File: config.mk
export PLATFORM = sky130hd
export DESIGN_NAME = ast_fifo_pkt
export DESIGN_NICKNAME = d
export VERILOG_FILES = /design/src/rtl/ast_fifo_pkt.sv
export SDC_FILE = /design/constraint.sdc
export NUM_CORES = 1
export LEC_CHECK = 0
export BUFFER_PORTS_ARGS = -buffer_cell sky130_fd_sc_hd__buf_2
export CAP_MARGIN = 20
export CORE_ASPECT_RATIO = 0.8
export CORE_UTILIZATION = 33
export DETAILED_ROUTE_END_ITERATION = 12
export GPL_ROUTABILITY_DRIVEN = 0
export GPL_TIMING_DRIVEN = 0
export HOLD_SLACK_MARGIN = 0.02
export SLEW_MARGIN = 10
export SYNTH_ARGS = -nofsm -noshare
export SYNTH_HDL_FRONTEND = slang
export SYNTH_SLANG_ARGS = --single-unit
File: constraint.sdc
create_clock -name clk_i -period 8.1 [get_ports clk_i]
set_clock_uncertainty 0.15 [all_clocks]
set_input_delay 0.81 -clock clk_i [delete_from_list [all_inputs] [get_ports clk_i]]
set_output_delay 0.81 -clock clk_i [all_outputs]
set_load 0.03 [all_outputs]
File: src/rtl/ast_fifo_pkt.sv
// ============================================================================
// Module   : ast_fifo_pkt
// Purpose  : Avalon-ST FIFO with configurable depth, sink-side ready latency
//            (exact credit tracking), fill/almost-full status, stored-packet
//            counter and sticky overflow flag.
// Options  : define AST_FIFO_PKT_EN to store and return sop/eop/empty and
//            enable the packet counter; otherwise sideband is ignored.
// Revision : 1.0 - initial release
// ============================================================================
`default_nettype none

module ast_fifo_pkt #(
    parameter int DATABITS_PER_SYMBOL = 8,
    parameter int SYMBOLS_PER_BEAT    = 4,
    parameter int DEPTH               = 16,
    parameter int READY_LATENCY       = 0,
    parameter int ALMOST_FULL         = 12,
    parameter int EMPTY_W             = (SYMBOLS_PER_BEAT > 1) ? $clog2(SYMBOLS_PER_BEAT) : 1
) (
    input  logic                                            clk_i,
    input  logic                                            rst_i,
    input  logic [DATABITS_PER_SYMBOL*SYMBOLS_PER_BEAT-1:0] snk_data_i,
    input  logic                                            snk_valid_i,
    output logic                                            snk_ready_o,
    input  logic                                            snk_sop_i,
    input  logic                                            snk_eop_i,
    input  logic [EMPTY_W-1:0]                              snk_empty_i,
    output logic [DATABITS_PER_SYMBOL*SYMBOLS_PER_BEAT-1:0] src_data_o,
    output logic                                            src_valid_o,
    input  logic                                            src_ready_i,
    output logic                                            src_sop_o,
    output logic                                            src_eop_o,
    output logic [EMPTY_W-1:0]                              src_empty_o,
    output logic [$clog2(DEPTH):0]                          fill_level_o,
    output logic                                            almost_full_o,
    output logic [$clog2(DEPTH):0]                          pkt_cnt_o,
    output logic                                            overflow_o
);

    localparam int c_width = DATABITS_PER_SYMBOL * SYMBOLS_PER_BEAT;
    localparam int c_aw    = $clog2(DEPTH);
    localparam int c_cw    = c_aw + 1;
`ifdef AST_FIFO_PKT_EN
    localparam int c_entry_w = c_width + 2 + EMPTY_W;
`else
    localparam int c_entry_w = c_width;
`endif
    localparam logic [c_cw-1:0] c_ptr_one = c_cw'(1);

    logic [c_entry_w-1:0] r_mem [DEPTH];
    logic [c_cw-1:0]      r_wr_ptr;
    logic [c_cw-1:0]      r_rd_ptr;
    logic [c_cw-1:0]      r_fill;
    logic                 r_ready;
    logic                 r_afull;
    logic                 r_ovf;

    logic                 w_full;
    logic                 w_empty;
    logic                 w_write;
    logic                 w_read;
    logic                 w_overflow;
    logic                 w_ready_next;
    logic [c_cw-1:0]      w_fill_next;
    logic [c_cw-1:0]      w_pending_next;
    logic [c_cw:0]        w_credit;
    logic [c_entry_w-1:0] w_wr_entry;
    logic [c_entry_w-1:0] w_head;

    // Pointers carry one extra wrap bit so full and empty are distinguishable.
    assign w_empty     = (r_wr_ptr == r_rd_ptr);
    assign w_full      = (r_wr_ptr[c_aw-1:0] == r_rd_ptr[c_aw-1:0]) &&
                         (r_wr_ptr[c_aw] != r_rd_ptr[c_aw]);
    assign w_read      = !w_empty && src_ready_i;
    assign w_overflow  = snk_valid_i && w_full && !w_write;
    assign w_fill_next = r_fill + c_cw'(w_write) - c_cw'(w_read);

    // Grant another credit only if every beat already promised still fits.
    assign w_credit     = {1'b0, w_fill_next} + {1'b0, w_pending_next};
    assign w_ready_next = (w_credit < (c_cw + 1)'(DEPTH));

    generate
        if (READY_LATENCY == 0) begin : g_rl_zero
            assign w_write        = snk_valid_i && r_ready;
            assign w_pending_next = '0;
        end else begin : g_rl_credit
            logic [READY_LATENCY-1:0] r_hist;
            logic [READY_LATENCY-1:0] w_hist_next;

            // Beats arrive without re-checking ready; a pop frees a slot in the same cycle.
            assign w_write = snk_valid_i && (!w_full || w_read);

            // Count grants issued within the latency window that may still land.
            always_comb begin
                w_hist_next    = r_hist << 1;
                w_hist_next[0] = r_ready;
                w_pending_next = '0;
                for (int i = 0; i < READY_LATENCY; i++) begin
                    w_pending_next = w_pending_next + c_cw'(w_hist_next[i]);
                end
            end

            // History of ready values presented to the source.
            always_ff @(posedge clk_i) begin
                if (!rst_i) begin
                    r_hist <= '0;
                end else begin
                    r_hist <= w_hist_next;
                end
            end
        end
    endgenerate

    // Pointer, occupancy, credit and status registers.
    always_ff @(posedge clk_i) begin
        if (!rst_i) begin
            r_wr_ptr <= '0;
            r_rd_ptr <= '0;
            r_fill   <= '0;
            r_ready  <= 1'b0;
            r_afull  <= 1'b0;
            r_ovf    <= 1'b0;
        end else begin
            if (w_write) begin
                r_wr_ptr <= r_wr_ptr + c_ptr_one;
            end
            if (w_read) begin
                r_rd_ptr <= r_rd_ptr + c_ptr_one;
            end
            r_fill  <= w_fill_next;
            r_ready <= w_ready_next;
            r_afull <= (w_fill_next >= c_cw'(ALMOST_FULL));
            if (w_overflow) begin
                r_ovf <= 1'b1;
            end
        end
    end

    // Storage array; contents are don't-care after reset, so no reset here.
    always_ff @(posedge clk_i) begin
        if (w_write) begin
            r_mem[r_wr_ptr[c_aw-1:0]] <= w_wr_entry;
        end
    end

    assign w_head        = r_mem[r_rd_ptr[c_aw-1:0]];
    assign src_data_o    = w_head[c_width-1:0];
    assign src_valid_o   = !w_empty;
    assign snk_ready_o   = r_ready;
    assign fill_level_o  = r_fill;
    assign almost_full_o = r_afull;
    assign overflow_o    = r_ovf;

`ifdef AST_FIFO_PKT_EN
    logic [c_cw-1:0] r_pkt_cnt;

    assign w_wr_entry  = {snk_sop_i, snk_eop_i, snk_empty_i, snk_data_i};
    assign src_sop_o   = w_head[c_entry_w-1];
    assign src_eop_o   = w_head[c_entry_w-2];
    assign src_empty_o = w_head[c_width +: EMPTY_W];
    assign pkt_cnt_o   = r_pkt_cnt;

    // Complete packets stored: one per EOP beat written, minus EOP beats popped.
    always_ff @(posedge clk_i) begin
        if (!rst_i) begin
            r_pkt_cnt <= '0;
        end else begin
            r_pkt_cnt <= r_pkt_cnt + c_cw'(w_write && snk_eop_i) - c_cw'(w_read && src_eop_o);
        end
    end
`else
    logic w_unused_sideband;

    assign w_unused_sideband = &{1'b0, snk_sop_i, snk_eop_i, snk_empty_i};
    assign w_wr_entry        = snk_data_i;
    assign src_sop_o         = 1'b0;
    assign src_eop_o         = 1'b0;
    assign src_empty_o       = '0;
    assign pkt_cnt_o         = '0;
`endif

endmodule

`default_nettype wire

==> results of run 1 <==
-- sequential cells by signal, summed over array words and instances (netlist names), named ones only --
register and cells:
almost_full_o 1, r_rd_ptr 5, overflow_o 1, r_wr_ptr 5
r_mem 512, fill_level_o 5, snk_ready_o 1
-- through the flow --
stage | hold WS, ps | instance area (um2) | instances | worst slack [ps] | power (mW)
finish | 328 | 23900 | 1971 | 4070 | 6.63
global route | 351 | 23900 | 1971 | 3950 | 6.89
CTS | 334 | 23900 | 1971 | 4040 | 6.70
detailed placement | 319 | 22300 | 1876 | 4670 | 4.42
global placement | 312 | 21800 | 1848 | 1410 | 4.40
floorplan | 319 | 20400 | 943 | 4010 | 4.06
-- cell usage in the layout (no fill, tap or decap), drive strengths merged, types with 4 or more instances in the layout --
cell type	instances
clkinv	26
nand3	8
edfxtp	512
dfxtp	22
ha	10
buf	141
nor3	4
clkbuf	83
nand2	42
and2	7
conb	9
nor2	23
xnor2	11
inv	12
mux4	128
a22oi	64
-- worst max-delay path by stage --
stage	from	end	slack (ps)	cells past startpoint
floorplan	snk_valid_i	r_mem[0][0]$_DFFE_PP_	4010	4
global placement	snk_valid_i	r_mem[2][18]$_DFFE_PP_	1410	5
detailed placement	flip-flop	src_data_o[5]	4670	6
CTS	flip-flop	src_data_o[5]	4040	6
global route	flip-flop	src_data_o[5]	3950	6
finish	flip-flop	src_data_o[5]	4070	6
-- cell families (layout without fill, tap and decap cells) --
kind of cell,after synthesis,after routing
other,1,9
buffers and inverters,69,267
multiplexers,131,131
AND/OR/NAND/NOR,97,97
adder cells (fa/ha/maj),11,11
AO/OA/AOI/OAI,79,79
flip-flops,534,534
XOR/XNOR,13,13
-- power groups by stage --
stage / Sequential, mW / Combinational (mW) / Clock (mW)
after detailed placement: 3.16 / 1.26 / 0
after CTS: 3.10 / 1.27 / 2.33
after floorplan: 3.19 / 0.874 / 0
final: 3.10 / 1.24 / 2.29
after global placement: 3.17 / 1.23 / 0
after global routing: 3.11 / 1.34 / 2.44
-- worst max-delay path, stage by stage (launching register included) --
cell	delay, ps
dfxtp_1	350
buf_2	330
buf_1	650
mux4_2	410
a22oi_1	360
nand2_1	160
buf_2	210
-- per-layer routing --
layer | global-route usage | wire length, um | vias to the layer above
met5 | 0 | 0 | -
met4 | 0.0324 | 656 | 0
met3 | 0.0256 | 2550 | 52
met2 | 0.224 | 20900 | 260
met1 | 0.207 | 20400 | 5288
li1 | - | - | 4221
-- layout make-up --
type | instances | area, um2 | area share
Sequential cell | 534 | 15800 | 0.662
Clock inverter | 31 | 246 | 0.0103
Timing Repair Buffer | 103 | 769 | 0.0322
Multi-Input combinational cell | 340 | 4350 | 0.182
Tap cell | 830 | 1040 | 0.0434
Clock buffer | 64 | 1350 | 0.0563
Buffer | 57 | 298 | 0.0125
Inverter | 12 | 45.0 | 0.00188
==> results.cfg, run 1 <==
[run_status]
outcome = complete, but fails checks
violations = DRC

[logic_synthesis]
yosysMostFrequentCell = edfxtp_1
yosys_warnings = 0
synth_edf_count = 512
synth_commonest_cells = edfxtp_1 (512), mux4_2 (128), a22oi_1 (64)
synth-xor-area-share = 0.00559
syn_area_per_cell_um2 = 21.8
synth.cell_area_um2 = 20400
synthFlopType = edfxtp_1
synth_cell_types = 38
synth_area_leaders = edfxtp_1 (75%), mux4_2 (14%), a22oi_1 (2.4%)
seq_area_frac_synth = 0.776
synth_top_area_share = 0.755
synthSimpleGateAreaFrac = 0.0216
synthAdderAreaFrac = 0.00713
async_reset_ff_frac = 0
synth_top_family_by_area = multiplexers
synth_cells = 935
yosys.area.top_type = edfxtp_1
synthMuxAreaShare = 0.143
synth_compound_area_frac = 0.0292
synth_seq_cells = 534

[setup_path]
cp_max_fo = 10
critPathCaptureType = primary output
crit_arrival_ps = 3070
crit_path_start_kind = flip-flop
reg2reg_to = almost_full_o$_SDFF_PN0_
path_class = reg -> out
required_ps = 7140
reg2reg_slack_ps = 4650
r2r-start = r_wr_ptr[3]$_SDFFE_PN0P_
reg2reg_depth = 13

[die]
die_h_um = 224
die_w_um = 280
coreArea_um2 = 61100
io_pins = 90
die_area_um2 = 62700
num_rows = 81
initial_core_util = 0.333

[grt]
grt_max_degree = 22
grt_pass1_wl_um = 65700
overflow = 0
grt_pass1_vias = 10000
antenna_found_initial = 1
grt_usage = 0.143

[final_layout]
layout.nets = 1150
diodes = 0
fill_cells = 5462
syn2layout_area_growth_pct = 17.4
utilization = 0.391
drive_above_1_share = 0.306

[pwr]
internal-power_mw = 4.88
power_frac_comb = 0.186
peakVddDrop_v = 0.000143
leakagePower_nw = 7.51
switchingPower_mw = 1.75
cellPowerDensity_nw_per_um2 = 277
swShare = 0.264
clkPwrFrac = 0.346
seq_power_share = 0.468

[clock_network]
clk_path_buf_depth = 3
clk-insertion-delay-late_ps = 590
cts_tree = yes
cts-resized-gates = 0
post-cts-setup-buffers = 0
cts-root-buf = clkbuf_16
hold_buffers = 0
path_clk_slew_ps = 60
clkSinkCount = 534
numCtsBuffers = 51
htree_levels = 2

[job]
maxCapViolCount = 0

[sta]
hold_viol_final = 0
drv_slew = 0
fmax_mhz = 248
setup_violations = 0
finalCritPeriodShare = 0.498
worstMarginPinSlew_ps = 885
min_period_ps = 4030
slew_headroom = 0.407
setup-tns-final_ps = 0
rsz0062_at_grt = false

[min_path]
worstHoldEndpoint = overflow_o$_SDFFE_PN0P_
min-delay-start = overflow_o$_SDFFE_PN0P_
hold_path_depth = 1
hp-class = reg -> reg

[route]
ant_nets = 0
drt-initial-drc-count = 871
via_count = 9821
first_pass_iters = 9
routed_wirelength_um = 44400
detail_route.wl_per_cell_um = 22.5
drc = 2
drt-vias-per-instance = 4.98

[place]
io_buffers = 75
hpwlAfterDp_um = 29000
Note: power is estimated with default switching activity, not from simulation.
==> run 2: changes to the inputs <==
==> constraint.sdc (replaced) <==
create_clock -name clk_i -period 3.9 [get_ports clk_i]
set_clock_uncertainty 0.15 [all_clocks]
set_input_delay 0.39 -clock clk_i [delete_from_list [all_inputs] [get_ports clk_i]]
set_output_delay 0.39 -clock clk_i [all_outputs]
set_load 0.03 [all_outputs]
==> run 2 against run 1 <==
The flow still finishes with violations (DRC). Worst setup slack worse by 3800 ps. Sequential power up 110%. Via count up 0.79%. Non-clock buffer count up 24. Core utilization up 0.39 points.
==> results.cfg, run 2 (synthesized netlist as in run 1, its figures left out) <==
[run_status]
outcome = complete, but fails checks
violations = DRC

[die]
initial_core_util = 0.333
die_h_um = 224
die_area_um2 = 62700
die_w_um = 280
io_pins = 90
num_rows = 81
coreArea_um2 = 61100

[setup_path]
crit_top_cell = buf_2
path_class = reg -> out
required_ps = 3360
r2r-start = r_wr_ptr[3]$_SDFFE_PN0P_
path_cells = buf_2 -> buf_1 -> mux4_2 -> a22oi_1 -> nand2_1 -> buf_2
cpMaxStageDelayCell = buf_1
critPathCaptureType = primary output
crit_arrival_ps = 3090
max_stage_delay_ps = 640
cp_max_fo = 10
crit_path_start_kind = flip-flop

[route]
met1_length_um = 20400
routed_wirelength_um = 44600
first_pass_iters = 9
wl_met3_um = 2600
via_count = 9899
ant_nets = 0
highest_layer = met4
detail_route.wl_per_cell_um = 22.4
drt-initial-drc-count = 821
drc = 2
dr_wl_met2_um = 20900
drt-vias-per-instance = 4.96

[clock_network]
clk_path_buf_depth = 3
htree_levels = 2
cts-resized-gates = 0
clk-insertion-delay-late_ps = 590
cts_tree = yes
numCtsBuffers = 51
cts-root-buf = clkbuf_16
clkSinkCount = 534
path_clk_slew_ps = 60

[place]
dpl_cell_area_um2 = 22300
pre_cts_slack_ps = 481
hpwlAfterDp_um = 29000
io_buffers = 75

[grt]
grt_pass1_wl_um = 65900
antenna_found_initial = 0
grt_usage = 0.143
grt_pass1_vias = 10100
grt_max_degree = 22
overflow = 0

[final_layout]
largest_reg_flops = 512
final-seq-area_um2 = 15800
design_area_um2 = 24100
syn2layout_area_growth_pct = 18.6
diodes = 0
layout_commonest_cell = edfxtp_1
utilization = 0.395
layout.nets = 1174
multiInputGateArea_um2 = 4350
fill_cells = 5443
final_cell_mix = edfxtp_1 (512), mux4_2 (128), buf_2 (85)
drive_above_1_share = 0.300

[min_path]
min-delay-start = snk_data_i[26]
hp-class = in -> reg

[sta]
setup_violations = 0
setup_ws_ps = 271
finalCritPeriodShare = 0.930
worstMarginPinSlew_ps = 888
rsz0062_at_grt = false
setup-tns-final_ps = 0
slew_headroom = 0.408
min_period_ps = 3630
hold_viol_final = 0
drv_slew = 0
fmax_mhz = 276

[pwr]
cellPowerDensity_nw_per_um2 = 571
leakagePower_nw = 7.61
power_mw = 13.8
peakVddDrop_v = 0.000297

[job]
maxCapViolCount = 0
[run 2: cell count changes in the layout (fill, tap and decap cells not counted)]
cell,previous run,this run
dlygate4sd3_1,0,24
[run 2: area by class of cell]
type	instances	area share
Sequential cell	534	0.655
Multi-Input combinational cell	340	0.180
Clock buffer	64	0.0557
Tap cell	830	0.0430
Timing Repair Buffer	127	0.0418
Buffer	57	0.0123
Clock inverter	31	0.0102
Inverter	12	0.00187
[run 2: repair_timing]
action | CTS | global route
buffers inserted | 0 | 0
endpoints found under the hold margin | 322 | 0
hold buffers | 24 | 0
[run 2: worst paths after layout]
path	to	slack, ps	cells past startpoint
setup / recovery	src_data_o[5]	270	6
hold / removal	r_mem[9][26]$_DFFE_PP_	40	1
setup reg to reg	almost_full_o$_SDFF_PN0_	450	13
hold reg to reg	overflow_o$_SDFFE_PN0P_	330	1
[run 2: worst max-delay path: cells and delay by family, from the launching register on]
family / cells / cell delay, ps
flip-flops: 1 / 340
AND/OR/NAND/NOR: 1 / 180
AO/OA/AOI/OAI: 1 / 360
buffers and inverters: 3 / 1190
multiplexers: 1 / 410
[run 2: routing by layer]
layer  track usage  vias up
met4        0.0324        0
met3        0.0253       52
li1              -     4268
met5             0        -
met2         0.225      289
met1         0.207     5290
[run 2: power by group]
part	switching [mW]	internal [mW]	leakage (nW)
combinational	1.47	1.12	2.05
clock	2.11	2.65	0.771
sequential	0.0527	6.39	4.79
total	3.64	10.2	7.61
[run 2: metrics by stage]
stage / std cells / hold WS [ps]
5_1_grt: 1995 / 35.3
4_1_cts: 1995 / 21.3
3_5_place_dp: 1876 / 319
3_3_place_gp: 1848 / 312
6_report: 1995 / 44.8
2_1_floorplan: 943 / 319
